==> config.mk <==
export PLATFORM = sky130hd
export DESIGN_NAME = pc_fetch_unit
export DESIGN_NICKNAME = d
export VERILOG_FILES = /design/src/rtl/pc_fetch_unit.sv
export SDC_FILE = /design/constraint.sdc
export NUM_CORES = 1
export LEC_CHECK = 0
export CAP_MARGIN = 20
export CORE_ASPECT_RATIO = 1.5
export CORE_MARGIN = 5
export CORE_UTILIZATION = 49
export DETAILED_ROUTE_END_ITERATION = 10
export PLACE_DENSITY = 0.95
export SLEW_MARGIN = 5
export SYNTH_ARGS = -nofsm -noshare
export SYNTH_HDL_FRONTEND = slang
export SYNTH_SLANG_ARGS = --single-unit
==> constraint.sdc <==
create_clock -name clk -period 3.87 [get_ports clk]
set_input_delay 0.774 -clock clk [delete_from_list [all_inputs] [get_ports clk]]
set_output_delay 0.774 -clock clk [all_outputs]
set_load 0.005 [all_outputs]
==> src/rtl/pc_fetch_unit.sv <==
// pc_fetch_unit: program counter plus IF/ID pipeline register for a
// single-outstanding-request instruction memory. A skid buffer holds a word
// that arrives while the pipeline is stalled. A KILL state swallows the stale
// response to a fetch that a redirect has overtaken.
//
// Handshake: imem_req/imem_addr are held steady while in FETCH until
// imem_ready=1 returns the word for that address. The fetch unit only ever
// has one request in flight, and it never raises imem_req in HELD or KILL.
module pc_fetch_unit #(
    parameter logic [31:0] RESET_PC = 32'h0000_3000
) (
    input  logic        clk,
    input  logic        rst,
    input  logic [31:0] npc_in,
    input  logic        redirect,
    input  logic        stall,
    output logic        imem_req,
    output logic [31:0] imem_addr,
    input  logic        imem_ready,
    input  logic [31:0] imem_rdata,
    output logic [31:0] pc_out,
    output logic [31:0] pc_add_out,
    output logic [31:0] IF_ID_pc_add_out,
    output logic [31:0] IF_ID_im_out,
    output logic        IF_ID_valid,
    output logic [1:0]  dbg_state_o
);

    typedef enum logic [1:0] {
        FETCH = 2'd0,
        HELD  = 2'd1,
        KILL  = 2'd2
    } state_e;

    state_e      state_q, state_d;
    logic [31:0] pc_q, pc_d;
    logic [31:0] skid_q, skid_d;
    logic [31:0] ifid_pc_add_q, ifid_pc_add_d;
    logic [31:0] ifid_im_q, ifid_im_d;
    logic        ifid_valid_q, ifid_valid_d;

    assign pc_out           = pc_q;
    assign pc_add_out       = pc_q + 32'd4;
    assign imem_addr        = pc_q;
    assign IF_ID_pc_add_out = ifid_pc_add_q;
    assign IF_ID_im_out     = ifid_im_q;
    assign IF_ID_valid      = ifid_valid_q;
    assign dbg_state_o      = state_q;

    // Next-state logic: stall beats redirect, and redirect beats sequential advance.
    always_comb begin
        state_d       = state_q;
        pc_d          = pc_q;
        skid_d        = skid_q;
        ifid_pc_add_d = ifid_pc_add_q;
        ifid_im_d     = ifid_im_q;
        ifid_valid_d  = ifid_valid_q;
        imem_req      = (state_q == FETCH) && !rst;

        if (!stall) begin
            if (redirect) begin
                // Word-align the target. Drop any buffered or arriving word.
                pc_d         = {npc_in[31:2], 2'b00};
                ifid_im_d    = 32'd0;
                ifid_valid_d = 1'b0;
                skid_d       = 32'd0;
                // A request left unanswered must have its response swallowed.
                if (imem_ready || state_q == HELD) begin
                    state_d = FETCH;
                end else begin
                    state_d = KILL;
                end
            end else begin
                case (state_q)
                    FETCH: begin
                        if (imem_ready) begin
                            ifid_pc_add_d = pc_add_out;
                            ifid_im_d     = imem_rdata;
                            ifid_valid_d  = 1'b1;
                            pc_d          = pc_add_out;
                        end else begin
                            ifid_im_d    = 32'd0;
                            ifid_valid_d = 1'b0;
                        end
                    end
                    HELD: begin
                        ifid_pc_add_d = pc_add_out;
                        ifid_im_d     = skid_q;
                        ifid_valid_d  = 1'b1;
                        pc_d          = pc_add_out;
                        state_d       = FETCH;
                    end
                    KILL: begin
                        ifid_im_d    = 32'd0;
                        ifid_valid_d = 1'b0;
                        if (imem_ready) begin
                            state_d = FETCH;
                        end
                    end
                    default: state_d = FETCH;
                endcase
            end
        end else begin
            // Stalled: PC and IF/ID hold. A response is still accepted or dropped.
            case (state_q)
                FETCH: begin
                    if (imem_ready) begin
                        skid_d  = imem_rdata;
                        state_d = HELD;
                    end
                end
                KILL: begin
                    if (imem_ready) begin
                        state_d = FETCH;
                    end
                end
                HELD:    state_d = HELD;
                default: state_d = FETCH;
            endcase
        end
    end

    // State registers with synchronous reset. Reset abandons any request in flight.
    always_ff @(posedge clk) begin
        if (rst) begin
            state_q       <= FETCH;
            pc_q          <= {RESET_PC[31:2], 2'b00};
            skid_q        <= 32'd0;
            ifid_pc_add_q <= 32'd0;
            ifid_im_q     <= 32'd0;
            ifid_valid_q  <= 1'b0;
        end else begin
            state_q       <= state_d;
            pc_q          <= pc_d;
            skid_q        <= skid_d;
            ifid_pc_add_q <= ifid_pc_add_d;
            ifid_im_q     <= ifid_im_d;
            ifid_valid_q  <= ifid_valid_d;
        end
    end

endmodule

Word-level counts from Yosys, hierarchy flattened
Cells that the tools add are included.

storage, ports and cells
  register bits after elaboration = 131
  input bits = 69
  output and inout port bits = 164
  word-level logic and storage cells = 50

cells by class
  add/subtract/negate cells = 1
  equal/unequal tests = 8
  mux-type cells = 20
  bitwise logic cells = 2
  reduce and logical (&&, ||, !) cells = 13

operators by type and width
  operator                 number
  $mux W32                 8
  $pmux W32 S3             1
  $pmux W32 S2             1
  $add A32 B3 Y32 const B  1
  $mux W2                  5
  $ne A3 B3 Y1 const B     3
  $pmux W2 S3              1
  $reduce_and A3 Y1        2
  $ne A2 B1 Y1 const B     2
  $pmux W2 S2              1
  $reduce_and A2 Y1        2
  $reduce_and A4 Y1        1
  $reduce_bool A2 Y1       2
  $reduce_bool A4 Y1       1
  $pmux W1 S3              1
  $reduce_bool A3 Y1       1
  $eq A2 B1 Y1 const B     1
  $eq A2 B2 Y1 const B     1
  $logic_not A2 Y1         1
  $mux W1                  2
  $ne A2 B2 Y1 const B     1
  $not A1 Y1               2
  $logic_and A1 B1 Y1      1
  $logic_not A1 Y1         1
  $logic_or A1 B1 Y1       1

Depth between registers and ports, before layout
  depth after elaboration = 5
  gate-level depth with buffers = 9
  mapped depth without buffers = 7

Worst setup path before layout
No wires, ideal clock.

  path kind = reg-to-output
  start = register pc_q[2], in the netlist imem_addr[2]
  end = output pc_add_out[24]
  arrival time = 1.761 ns
  data required time = 3.096 ns
  path slack = 1.335 ns
  stages on the path, launching flop included = 6
  path buffers = 0
  path through = dfxtp_1 > ha_1 > nand3_4 > nor3_4 > and4_1 > xor2_1

between the ends
  longest elaborated chain between the ends = 1

ends and longest elaborated chain
  element                 RTL line  RTL
  from (decl)             36        logic [31:0] pc_q, pc_d;
  from (signal assigned)  127       pc_q <= {RESET_PC[31:2], 2'b00};
  from (signal assigned)  134       pc_q <= pc_d;
  $add A32 B3 Y32         43        assign pc_add_out = pc_q + 32'd4;
  to (decl)               22        output logic [31:0] pc_add_out,

No other way between the ends.

Final worst setup path
  start = register pc_q[3], in the netlist imem_addr[3]
  end = output pc_add_out[20]

The elaborated chain is that of the path after synthesis.

==> key figures <==
Run status
  • Outcome: completed

Pwr
  • Sw power: 966.1 uW
  • Tot Pwr: 3620 uW
  • Pleak: 0.003503 uW
  • Sw Ratio: 0.2669
  • Pwr dens: 395.0 nW/um^2
  • Logic gate share of total power: 0.168
  • Pint: 2654 uW
  • Peak supply drop: 358.9 uV
  • Clock power frac: 0.437
  • Sequential power share: 0.395

Worst setup path
  • Type of origin of the critical path: flop
  • Crit path cell chain: ha_1 -> nand3_4 -> nor3_4 -> buf_12 -> buf_4 -> nand3_1 -> xnor2_1 -> clkdlybuf4s50_1
  • CP Data Arrival Time: 2.86 ns
  • CP Class: reg -> out
  • Delay-heaviest family, CP: buffers and inverters
  • Crit. End Element: output port
  • R2r startpoint: dbg_state_o[1]$_SDFFE_PP0P_
  • Worst path required time: 3.10 ns
  • Reg2reg end: imem_addr[17]$_SDFFE_PP0P_
  • Reg2reg path depth: 8
  • Slowest Stage Delay on Critical Path: 0.55 ns
  • CP max stage cell: clkdlybuf4s50_1
  • Crit Path Max Fanout: 8
  • CP Buf/Inv Count: 3
  • Reg2Reg Setup Slack: 1.33 ns

Timing
  • RSZ-0062 raised after global routing: no
  • TNS Setup: 0 ns
  • Clock Skews: 0.008465 ns
  • Slew HR: 0.4130
  • Tmin final: 3.630 ns
  • Slew Viols, Final: 0
  • Final setup viols: 0
  • Hold Slack: 0.4457 ns
  • Hold Fails Final Rpt: 0
  • Least-Margin Pin Slew: 0.8804 ns
  • Fmax: 0.2755 GHz
  • Fin crit share: 0.9380

Layout
  • Count of non-filler cells in the finished layout: 1116
  • Proportion of layout cells with a drive suffix above 1: 0.1213
  • Nets@finish: 1017
  • Area growth syn-to-layout: 42.17%

Detailed routing
  • Post-Route WL: 21030 um
  • Post-route ant nets: 0
  • 1st-iter DRT viols: 312
  • WL/cell: 18.84 um
  • DR vias: 6477
  • Vias/cell: 5.804
  • Residual DRC count: 0
  • DRT Pass-1 Iters: 5

Synthesis
  • Yosys Warn Count: 0
  • Most frequent cells after synthesis: 127 x dfxtp_1, 92 x nor2_1, 68 x nand2_1
  • Syn avg cell area: 8.406 um^2
  • Distinct cells, synth: 66
  • Mapped Cells: 767
  • Sequential share of the synthesized area: 0.3943
  • Synth Register Bits: 127
  • Post-synth top area share: 0.3943
  • Main area contributors after synthesis: dfxtp_1 39%, mux2_2 5.8%, nor2_1 5.4%
  • Post-synthesis instance area: 6447 um^2
  • Leading area contributor after synthesis: dfxtp_1
  • Async SR Flop Fraction: 0
  • Post-synth EDFFs: 0
  • Most common cell in the netlist: dfxtp_1
  • Ys flop type: dfxtp_1

Clock network
  • Clock buffer depth: 2
  • # hold bufs at CTS: 0
  • CTS Sinks: 127
  • Worst-path clk slew: 0.06 ns
  • CTS Root Cell: clkbuf_16
  • Htree depth: 4
  • CTS tree: built
  • Clk Latency, worst-skew pair: 0.40 ns
  • TritonCTS Buffers: 17

Floorplanning
  • Die Footprint: 15600 um^2
  • Die X: 103.7 um
  • Core area: 12950 um^2
  • I/O pin total: 233
  • Die Y: 150.5 um
  • Initial Util: 0.4977
  • Site Rows: 51

Global routing
  • Vias in the first global route: 6450
  • Total overflow reported by the global router: 0
  • Global-route wire length before repair: 32670 um
  • Largest net degree at the start of global routing: 81
  • Antenna violations before repair: 1
  • Global-route usage over all layers: 0.2562

Worst hold path
  • Hold Path Class: reg -> reg
  • WHS Endpoint: skid_q[29]$_SDFFE_PP0P_
  • Min-delay src: skid_q[29]$_SDFFE_PP0P_
  • Hold Crit Depth: 2

Place
  • Placed cell count: 1080
  • Gpl congestion: 0.8440
  • Dpl hpwl: 15140 um
  • IO Port Bufs: 222

Flow run
  • Max Cap Viol: 0
## metal layers
layer / GRT usage / up-vias / part of all wire
li1: - / 3009 / -
met1: 0.2682 / 3092 / 0.34
met2: 0.4770 / 321 / 0.53
met3: 0.05920 / 55 / 0.081
met4: 0.1277 / 0 / 0.043
met5: 0 / - / 0
## layout make-up
class	count	area [um^2]
Tap cell	159	198.9
Sequential cell	127	2542
Clock buffer	18	429.2
Multi-Input combinational cell	536	3374
Clock inverter	14	156.4
Antenna cell	1	2.502
Inverter	16	60.06
Fill cell	952	3787
Timing Repair Buffer	245	2402
## cells by family after synthesis
logic type	after synthesis	share of synthesized area
compound gates	171	0.1764
xor+xnor	28	0.04153
fa+ha+maj	5	0.009703
buf+inv	111	0.09451
flops	127	0.3943
mux	37	0.06385
other cells	1	0.0005816
simple gates	287	0.2191
## worst reg2reg max path, stage by stage (launching register included)
cell	delay (ns)
dfxtp_1	0.36
inv_1	0.10
ha_1	0.44
mux2_2	0.43
o21ai_2	0.52
buf_8	0.24
nor3_1	0.07
a31oi_1	0.18
o21ai_1	0.08
## sequential cells by signal, indices dropped and copies added (netlist names)
name,cells
skid_q,32
dbg_state_o,2
IF_ID_im_out,32
IF_ID_pc_add_out,30
IF_ID_valid,1
imem_addr,30
## cells in the final DEF, fill, tap and decap left out, drive strengths merged, types with 19 or more instances in the layout
cell type        n
a21oi           64
a22oi           39
buf             26
clkdlybuf4s50  219
dfxtp          127
inv             21
mux2            33
nand2           68
nand3           52
nor2            93
nor3            19
## stage by stage
step | area (um^2) | setup slack, ns | utilization
floorplan | 6474 | 1.335 | -
global placement | 8523 | 0.5953 | 0.6580
detailed placement | 8538 | 0.4791 | 0.6591
CTS | 9124 | 0.03330 | 0.7043
global route | 9166 | 0.1031 | 0.7076
finish | 9166 | 0.2399 | 0.7076
## power by group through the flow
| stage | Sequential [uW] | Combinational [uW] | Clock, uW |
|---|---|---|---|
| 3_5_place_dp | 1460 | 607 | 0 |
| 5_1_grt | 1440 | 654 | 1680 |
| 6_report | 1430 | 609 | 1580 |
| 3_3_place_gp | 1450 | 593 | 0 |
| 2_1_floorplan | 1450 | 311 | 0 |
| 4_1_cts | 1430 | 611 | 1610 |
## how the worst max path moves through the flow
stage                                          from              to  cells past startpoint
after global routing      imem_addr[3]$_SDFFE_PP0P_  pc_add_out[30]                      7
final                     imem_addr[3]$_SDFFE_PP0P_  pc_add_out[20]                      8
after detailed placement  imem_addr[3]$_SDFFE_PP0P_  pc_add_out[30]                      6
after CTS                 imem_addr[3]$_SDFFE_PP0P_  pc_add_out[30]                      6
after floorplan           imem_addr[2]$_SDFFE_PP0P_  pc_add_out[24]                      5
after global placement    imem_addr[3]$_SDFFE_PP0P_  pc_add_out[30]                      6
## repair_timing
action	in CTS	in global routing
setup endpoints to repair	0	4
buffers inserted	0	3
gates resized for setup	0	1
Power figures use the tool's default switching activity.
